--- src/rtl/sram_initiator.sv ---
// Single-outstanding initiator for a byte-masked single-port SRAM: legality check, byte-lane
// steering on the request side, alignment and sign/zero extension on the response side.
// Optional access counters (cnt_rd/cnt_wr) are built when SRAM_INITIATOR_CNT_EN is defined.
module sram_initiator #(
  parameter int LEN_ADDR = 32,
  parameter int LEN_DATA = 64,
  parameter int DEPTH    = 4096
) (
  input  logic                  clk,
  input  logic                  rst,
  input  logic                  req_valid,
  output logic                  req_ready,
  input  logic [LEN_ADDR-1:0]   req_addr,
  input  logic                  req_we,
  input  logic [1:0]            req_size,
  input  logic                  req_signed,
  input  logic [LEN_DATA-1:0]   req_wdata,
  output logic                  rsp_valid,
  input  logic                  rsp_ready,
  output logic [LEN_DATA-1:0]   rsp_rdata,
  output logic                  rsp_err,
  output logic [LEN_ADDR-1:0]   sram_addra,
  output logic                  sram_ena,
  output logic [LEN_DATA/8-1:0] sram_wea,
  output logic [LEN_DATA-1:0]   sram_dina,
`ifdef SRAM_INITIATOR_CNT_EN
  output logic [31:0]           cnt_rd,
  output logic [31:0]           cnt_wr,
`endif
  input  logic [LEN_DATA-1:0]   sram_douta
);

  localparam int NB   = LEN_DATA / 8;
  localparam int OFFW = $clog2(NB);
  localparam logic [4:0]        NB_L  = 5'(NB);
  localparam logic [LEN_ADDR:0] LIMIT = (LEN_ADDR+1)'(DEPTH * NB);

  typedef enum logic [1:0] {IDLE = 2'd0, FRESH = 2'd1, HOLD = 2'd2} state_t;

  state_t              state_r;
  logic [OFFW-1:0]     off_r;
  logic [1:0]          size_r;
  logic                sgn_r;
  logic                we_r;
  logic                err_r;
  logic [LEN_DATA-1:0] hold_data_r;
  logic                hold_err_r;

  logic                accept_s;
  logic                legal_s;
  logic [OFFW-1:0]     off_s;
  logic [3:0]          nbytes_s;
  logic [15:0]         lane_mask_s;
  logic [LEN_DATA-1:0] fresh_data_s;

  // Truncate to 8<<size bits and extend back to the full word.
  function automatic logic [LEN_DATA-1:0] fmt(input logic [LEN_DATA-1:0] raw,
                                              input logic [1:0] size, input logic sgn);
    int   nbits;
    logic msb;
    nbits = ((8 << size) > LEN_DATA) ? LEN_DATA : (8 << size);
    msb   = raw[nbits-1];
    for (int i = 0; i < LEN_DATA; i++) begin
      fmt[i] = (i < nbits) ? raw[i] : (sgn & msb);
    end
  endfunction

  assign req_ready = (state_r == IDLE) | rsp_ready;
  assign accept_s  = req_valid & req_ready;
  assign off_s     = req_addr[OFFW-1:0];
  assign nbytes_s  = 4'd1 << req_size;
  assign legal_s   = ~(|(req_addr[3:0] & (nbytes_s - 4'd1)))
                   & ~({1'b0, nbytes_s} > NB_L)
                   & ({1'b0, req_addr} < LIMIT);
  assign lane_mask_s  = (16'd1 << nbytes_s) - 16'd1;
  assign fresh_data_s = fmt(sram_douta >> {off_r, 3'b000}, size_r, sgn_r);
  assign sram_addra   = req_addr;

  // SRAM port is only driven during a legal acceptance cycle.
  always_comb begin
    sram_ena = 1'b0;
    sram_wea = '0;
    sram_dina = '0;
    if (accept_s && legal_s) begin
      sram_ena = 1'b1;
      if (req_we) begin
        sram_wea  = NB'(lane_mask_s << off_s);
        sram_dina = req_wdata << {off_s, 3'b000};
      end else begin
        sram_wea  = '0;
        sram_dina = '0;
      end
    end else begin
      sram_ena = 1'b0;
    end
  end

  // Response mux: FRESH reads the SRAM output, HOLD replays the captured value.
  always_comb begin
    rsp_valid = (state_r != IDLE);
    rsp_rdata = '0;
    rsp_err   = 1'b0;
    case (state_r)
      FRESH: begin
        rsp_rdata = (we_r | err_r) ? '0 : fresh_data_s;
        rsp_err   = err_r;
      end
      HOLD: begin
        rsp_rdata = hold_data_r;
        rsp_err   = hold_err_r;
      end
      default: begin
        rsp_rdata = '0;
        rsp_err   = 1'b0;
      end
    endcase
  end

  // Access FSM plus per-request attributes and stall capture.
  always_ff @(posedge clk or posedge rst) begin
    if (rst) begin
      state_r     <= IDLE;
      off_r       <= '0;
      size_r      <= 2'd0;
      sgn_r       <= 1'b0;
      we_r        <= 1'b0;
      err_r       <= 1'b0;
      hold_data_r <= '0;
      hold_err_r  <= 1'b0;
    end else begin
      case (state_r)
        IDLE:  state_r <= accept_s ? FRESH : IDLE;
        FRESH: begin
          if (rsp_ready) begin
            state_r <= accept_s ? FRESH : IDLE;
          end else begin
            state_r     <= HOLD;
            hold_data_r <= rsp_rdata;
            hold_err_r  <= err_r;
          end
        end
        HOLD:    state_r <= rsp_ready ? (accept_s ? FRESH : IDLE) : HOLD;
        default: state_r <= IDLE;
      endcase
      if (accept_s) begin
        off_r  <= off_s;
        size_r <= req_size;
        sgn_r  <= req_signed;
        we_r   <= req_we;
        err_r  <= ~legal_s;
      end
    end
  end

`ifdef SRAM_INITIATOR_CNT_EN
  logic [31:0] cnt_rd_r;
  logic [31:0] cnt_wr_r;

  // Legal load/store acceptance counters, wrapping.
  always_ff @(posedge clk or posedge rst) begin
    if (rst) begin
      cnt_rd_r <= 32'd0;
      cnt_wr_r <= 32'd0;
    end else if (accept_s && legal_s) begin
      if (req_we) cnt_wr_r <= cnt_wr_r + 32'd1;
      else        cnt_rd_r <= cnt_rd_r + 32'd1;
    end
  end

  assign cnt_rd = cnt_rd_r;
  assign cnt_wr = cnt_wr_r;
`endif

endmodule

--- config.mk ---
export PLATFORM = sky130hd
export DESIGN_NAME = sram_initiator
export DESIGN_NICKNAME = d
export VERILOG_FILES = /design/src/rtl/sram_initiator.sv
export SDC_FILE = /design/constraint.sdc
export NUM_CORES = 1
export LEC_CHECK = 0
export CAP_MARGIN = 20
export CORE_AREA = 2 2 131 133
export CTS_CLUSTER_DIAMETER = 40
export DETAILED_ROUTE_END_ITERATION = 8
export DIE_AREA = 0 0 133 135
export DONT_BUFFER_PORTS = 1
export PLACE_DENSITY = 0.73
export SLEW_MARGIN = 20
export SYNTH_ARGS = -nofsm -noshare
export SYNTH_HDL_FRONTEND = slang
export SYNTH_SLANG_ARGS = --single-unit
--- constraint.sdc ---
create_clock -name clk -period 3.75 [get_ports clk]
set_input_delay 0.75 -clock clk [delete_from_list [all_inputs] [get_ports clk]]
set_output_delay 0.75 -clock clk [all_outputs]
set_load 0.01 [all_outputs]
==> Word-level counts from Yosys, hierarchy flattened <==
Cells that the tools add are included.
W data, S select, Z words.
{ "word_totals": {"inputBits": 168, "output_inout_bits": 172, "ff_bits": 75, "word_cells": 183} }
{ "classes": {"n_reduce_logical": 6, "n_lt_le_gt_ge": 68, "n_shift": 6, "n_addsub": 3, "n_eq_ne": 2, "n_bitwise": 11, "n_mux": 79} }
{ "ops": {"columns": ["cell", "n"], "rows": [
  ["$lt A7 B32 Y1 const A", 32],
  ["$lt A6 B32 Y1 const A", 16],
  ["$lt A5 B32 Y1 const A", 8],
  ["$mux W64", 3],
  ["$lt A4 B32 Y1 const A", 4],
  ["$pmux W64 S2", 1],
  ["$mux W1", 68],
  ["$lt A3 B32 Y1 const A", 2],
  ["$shl A64 B6 Y64", 1],
  ["$shr A64 B6 Y64", 1],
  ["$gt A32 B8 Y1 const B", 1],
  ["$lt A1 B32 Y1 const A", 1],
  ["$lt A2 B32 Y1 const A", 1],
  ["$lt A32 B16 Y1 const B", 1],
  ["$lt A32 B8 Y1 const B", 1],
  ["$mux W32", 1],
  ["$shl A4 B2 Y32 const A", 1],
  ["$sub A32 B2 Y32 const B", 1],
  ["$mux W8", 2],
  ["$shl A1 B4 Y16 const A", 1],
  ["$shl A16 B3 Y8", 1],
  ["$sub A16 B1 Y16 const B", 1],
  ["$bmux W1 S6", 1],
  ["$and A1 B1 Y1", 4],
  ["other kinds (17)", 21]
]} }

==> Logic depth before layout (Yosys ltp) <==
{ "logic_depth": {"depth_word": 11, "depth_mapped": 11, "depth_no_buf": 8} }

==> Worst setup path after synthesis <==
Ideal clock, no wire load.
{ "synth_path": {"kind": "input port to output port", "startpoint": "input req_size[1]", "endpoint": "output sram_dina[0]", "required_time_ps": 3000, "cell_stages": 8, "setup_slack_ps": -106, "t_arrival_ps": 3106, "path_buffers": 1, "cell_sequence": "clkbuf_1 nor2_1 ha_1 o211ai_1 nor3_1 nand3_1 nor3_1 and2_1"} }
{ "synth_between": {"elab_chain_cells": 9, "word_cells_on_any_way": 11, "cone_classes": "add/sub (1); order compare (1); shift (1); mux (1); bitwise (5); reduce/logical (2)"} }
{ "synth_lines": {"columns": ["item", "line", "rtl"], "rows": [
  ["from (decl)", "15", "input logic [1:0] req_size,"],
  ["$shl A1 B2 Y4 *", "71", "assign nbytes_s = 4'd1 << req_size;"],
  ["$sub A4 B1 Y4", "72", "assign legal_s = ~(|(req_addr[3:0] & (nbytes_s - 4'd1)))"],
  ["$and A4 B4 Y4", "72", null],
  ["$reduce_or A4 Y1", "72", null],
  ["$not A1 Y1", "72", null],
  ["$and A1 B1 Y1 *", "73", "& ~({1'b0, nbytes_s} > NB_L)"],
  ["$and A1 B1 Y1 *", "74", "& ({1'b0, req_addr} < LIMIT);"],
  ["$logic_and A1 B1 Y1 *", "84", "if (accept_s && legal_s) begin"],
  ["$mux W64 *", "84", null],
  ["to (decl)", "25", "output logic [LEN_DATA-1:0] sram_dina,"]
]} }
Mark *: on every way between the ends. The rest lies on a longest branch, timed or not.

==> Worst setup path in the final report <==
{ "layout_path": {"startpoint": "register off_r[2]", "endpoint": "output rsp_rdata[30]"} }
{ "layout_between": {"elab_chain_cells": 8} }
{ "layout_lines": {"columns": ["item", "line", "rtl"], "rows": [
  ["from (decl)", "41", "logic [OFFW-1:0] off_r;"],
  ["from (signal assigned)", "146", "off_r <= off_s;"],
  ["$shr A64 B6 Y64 *", "76", "assign fresh_data_s = fmt(sram_douta >> {off_r, 3'b000}, size_r, sgn_r);"],
  ["$bmux W1 S6", "62", "msb = raw[nbits-1];"],
  ["$mux W1 (implied by the code) (2 in a row)", "62", null],
  ["$and A1 B1 Y1", "64", "fmt[i] = (i < nbits) ? raw[i] : (sgn & msb);"],
  ["$mux W1 *", "64", null],
  ["$mux W64 *", "105", "rsp_rdata = (we_r | err_r) ? '0 : fresh_data_s;"],
  ["$pmux W64 S2 *", "103", "case (state_r)"],
  ["to (decl)", "20", "output logic [LEN_DATA-1:0] rsp_rdata,"]
]} }
Mark *: on every way between the ends. The rest lies on a longest branch, timed or not. The select of a mux whose other input is x is not followed.

==> results.sh <==
export IMPL_period_share_pct=97.1
export IMPL_drv_cap=0
export IMPL_gp_congestion=1.02
export IMPL_drtIter0Drc=834
export IMPL_drv_slew=0
export IMPL_synth_commonest_cells="123 x nand2_1, 112 x nor2_1, 101 x mux2i_1"
export IMPL_die_w_um=133
export IMPL_r2r_start="size_r[1]"
export IMPL_worstSetupStartpointType="flip-flop"
export IMPL_clk_latency_ns=0.34
export IMPL_syn2layout_area_growth_pct=9.37
export IMPL_vias=8287
export IMPL_synth_nets=1192
export IMPL_ctsHoldBuffers=0
export IMPL_placedCellCount=1219
export IMPL_min_period_ns=3.64
export IMPL_synth_simple_area_share_pct=18.0
export IMPL_htreeDepth=3
export IMPL_grt_pass1_wl_um=45900
export IMPL_gr_usage_all_layers_pct=32.8
export IMPL_p_per_area_nw_per_um2=465
export IMPL_r2r_slack_ns=0.99
export IMPL_r2r_cells=8
export IMPL_avgSynthCellArea_um2=8.08
export IMPL_worst_slew_pin_slew_ns=0.962
export IMPL_finalSetupViolCount=0
export IMPL_ys_ff_latch=75
export IMPL_cp_data_required_time_ns=3.00
export IMPL_synth_edf_count=0
export IMPL_async_flop_share_pct=100
export IMPL_ys_flop_type="dfrtp_1"
export IMPL_wire_per_inst_um=24.5
export IMPL_grt_pass1_vias=7853
export IMPL_rr_endpoint="hold_data_r[61]"
export IMPL_numCtsBuffers=9
export IMPL_cts_tree="built"
export IMPL_chipHeight_um=135
export IMPL_die_area_um2=18000
export IMPL_synth_top_area_share_pct=22.8
export IMPL_end_kind="output port"
export IMPL_yosysMostFrequentCell="nand2_1"
export IMPL_synth_top_family_by_area="multiplexers"
export IMPL_hold_viol=0
export IMPL_netlist_area_um2=8220
export IMPL_outcome="complete, no violations"
export IMPL_synth_xor_xnor_area_share_pct=0.106
export IMPL_holdCritPathClass="in -> reg"
export IMPL_dr_pass1_iters=5
export IMPL_yosys_warnings=0
export IMPL_critPathMaxFanout=8
export IMPL_finalWirelength_um=30300
export IMPL_p_leak_nw=3.89
export IMPL_final_layout_size_suffix_gt1_share_pct=20.0
export IMPL_via_per_inst=6.70
export IMPL_drtAntennaViolNets=0
export IMPL_yosysTopAreaCell="dfrtp_1"
export IMPL_drc=0
export IMPL_num_nets_final=1184
export IMPL_synth_compound_area_share_pct=24.1
export IMPL_synth_mux_area_share_pct=25.3
export IMPL_synthTopCellsByArea="dfrtp_1 23%, mux2i_1 12%, mux4_2 9.6%, nand2_1 5.6%, o21ai_0 5.2%"
export IMPL_grt_overflow=0
export IMPL_finClkSkew_ns=0.00978
export IMPL_critPathKind="reg -> out"
export IMPL_synthCells=1018
export IMPL_maxSlewHeadroom_pct=35.9
export IMPL_grt_antenna_before_repair=2
export IMPL_dp_hpwl_um=22800
export IMPL_stdcell_count=1236
export IMPL_clkTransAtPathRegs_ns=0.06
export IMPL_yosysSeqAreaShare_pct=22.8
export IMPL_grt_max_degree=78
export IMPL_yosys_cell_types_count=56
export IMPL_hold_start="rsp_ready"
export IMPL_grt_setup_unrepaired="true"
export IMPL_numPortBuffers=0
export IMPL_synthAdderAreaFrac_pct=0.913
export IMPL_whs_path_depth=1
export IMPL_critPathArrivalTime_ns=2.89
export IMPL_row_count=47
export IMPL_whs_endpoint="state_r[1]"
export IMPL_cts_path_max_buffers=2
export IMPL_cts_root_buf="clkbuf_16"
export IMPL_cts_sinks=75
export IMPL_total_power_w=0.00419
export IMPL_ios=340
export IMPL_vdd_ir_drop_max_mv=0.271
export IMPL_core_area_um2=16400
export IMPL_max_freq_mhz=275
export IMPL_initial_core_util_pct=50.1
## placed cells by master (no fill, tap or decap), types with 12 or more instances in the layout
cell type and count:
o21ai_0 84, nor2b_1 20, nand2b_1 13, mux2i_1 101, a31oi_1 30, nor2_1 111, and2_1 28, inv_1 18
mux4_2 35, a211oi_1 19, mux2_2 21, a22oi_1 12, a21oi_1 42, a22o_1 35, nand2_1 123, dfrtp_1 73
o22ai_1 12, buf_4 101
## kinds of logic after synthesis
family	after synthesis
compound gates	300
xor+xnor	1
fa+ha+maj	6
buf+inv	143
flops	75
mux	160
simple gates	333
## worst max-delay path: stages (launching register included)
cell	delay [ns]
dfrtp_1	0.48
mux2_4	0.33
mux4_2	0.53
and3_1	0.19
a221o_2	0.39
a21boi_2	0.19
buf_4	0.17
o21ai_0	0.11
buf_4	0.16
## layer usage
layer,track usage [%],vias to the layer above,wire [um]
met1,39.3,3942,11000
met2,55.6,564,14700
li1,-,3679,-
met5,0,-,0
met3,8.78,102,3230
met4,14.3,0,1390
## through the flow
stage / setup TNS (ns) / utilization (%) / area, um^2 / hold slack, ns / worst slack [ns]
finish: 0 / 54.8 / 8990 / 0.465 / 0.110
global route: -0.107 / 54.8 / 8990 / 0.462 / -0.0409
CTS: 0 / 54.7 / 8970 / 0.461 / 0.00260
detailed placement: 0 / 52.8 / 8660 / 0.470 / 0.208
global placement: 0 / 52.8 / 8660 / 0.461 / 0.234
floorplan: 0 / - / 8230 / 0.449 / 0.0536
## worst max-delay path by stage
stage / start / endpoint
2_1_floorplan: req_size[1] / sram_wea[1]
3_3_place_gp: sram_douta[31] / rsp_rdata[28]
3_5_place_dp: sram_douta[31] / rsp_rdata[30]
4_1_cts: state_r[1] / rsp_rdata[27]
5_1_grt: size_r[1] / rsp_rdata[30]
6_report: off_r[2] / rsp_rdata[30]
## sequential cells by signal, indices dropped and copies added (netlist names)
name,cells
hold_err_r,1
size_r,2
hold_data_r,64
off_r,3
state_r,2
sgn_r,1
we_r,1
err_r,1
## report_power, final
group | total [W] | internal [W] | switching (W)
clock | 0.000902 | 0.000548 | 0.000353
combinational | 0.00228 | 0.000887 | 0.00140
sequential | 0.00100 | 0.000907 | 0.0000945
## final cells by class
type / count / area [um^2]
fillers: 1548 / 7410
multi-input cells: 800 / 5660
flip-flops and latches: 75 / 1880
repair buffers: 103 / 790
well taps: 220 / 275
clock buffers: 11 / 253
inverters: 21 / 78.8
clock inverters: 4 / 48.8
diodes: 2 / 5.00
## what timing repair did
| action | in CTS | in global routing |
|---|---|---|
| gates resized for setup | 2 | 7 |
| setup endpoints to repair | 16 | 18 |
| buffers inserted | 0 | 0 |
Power figures use the tool's default switching activity.
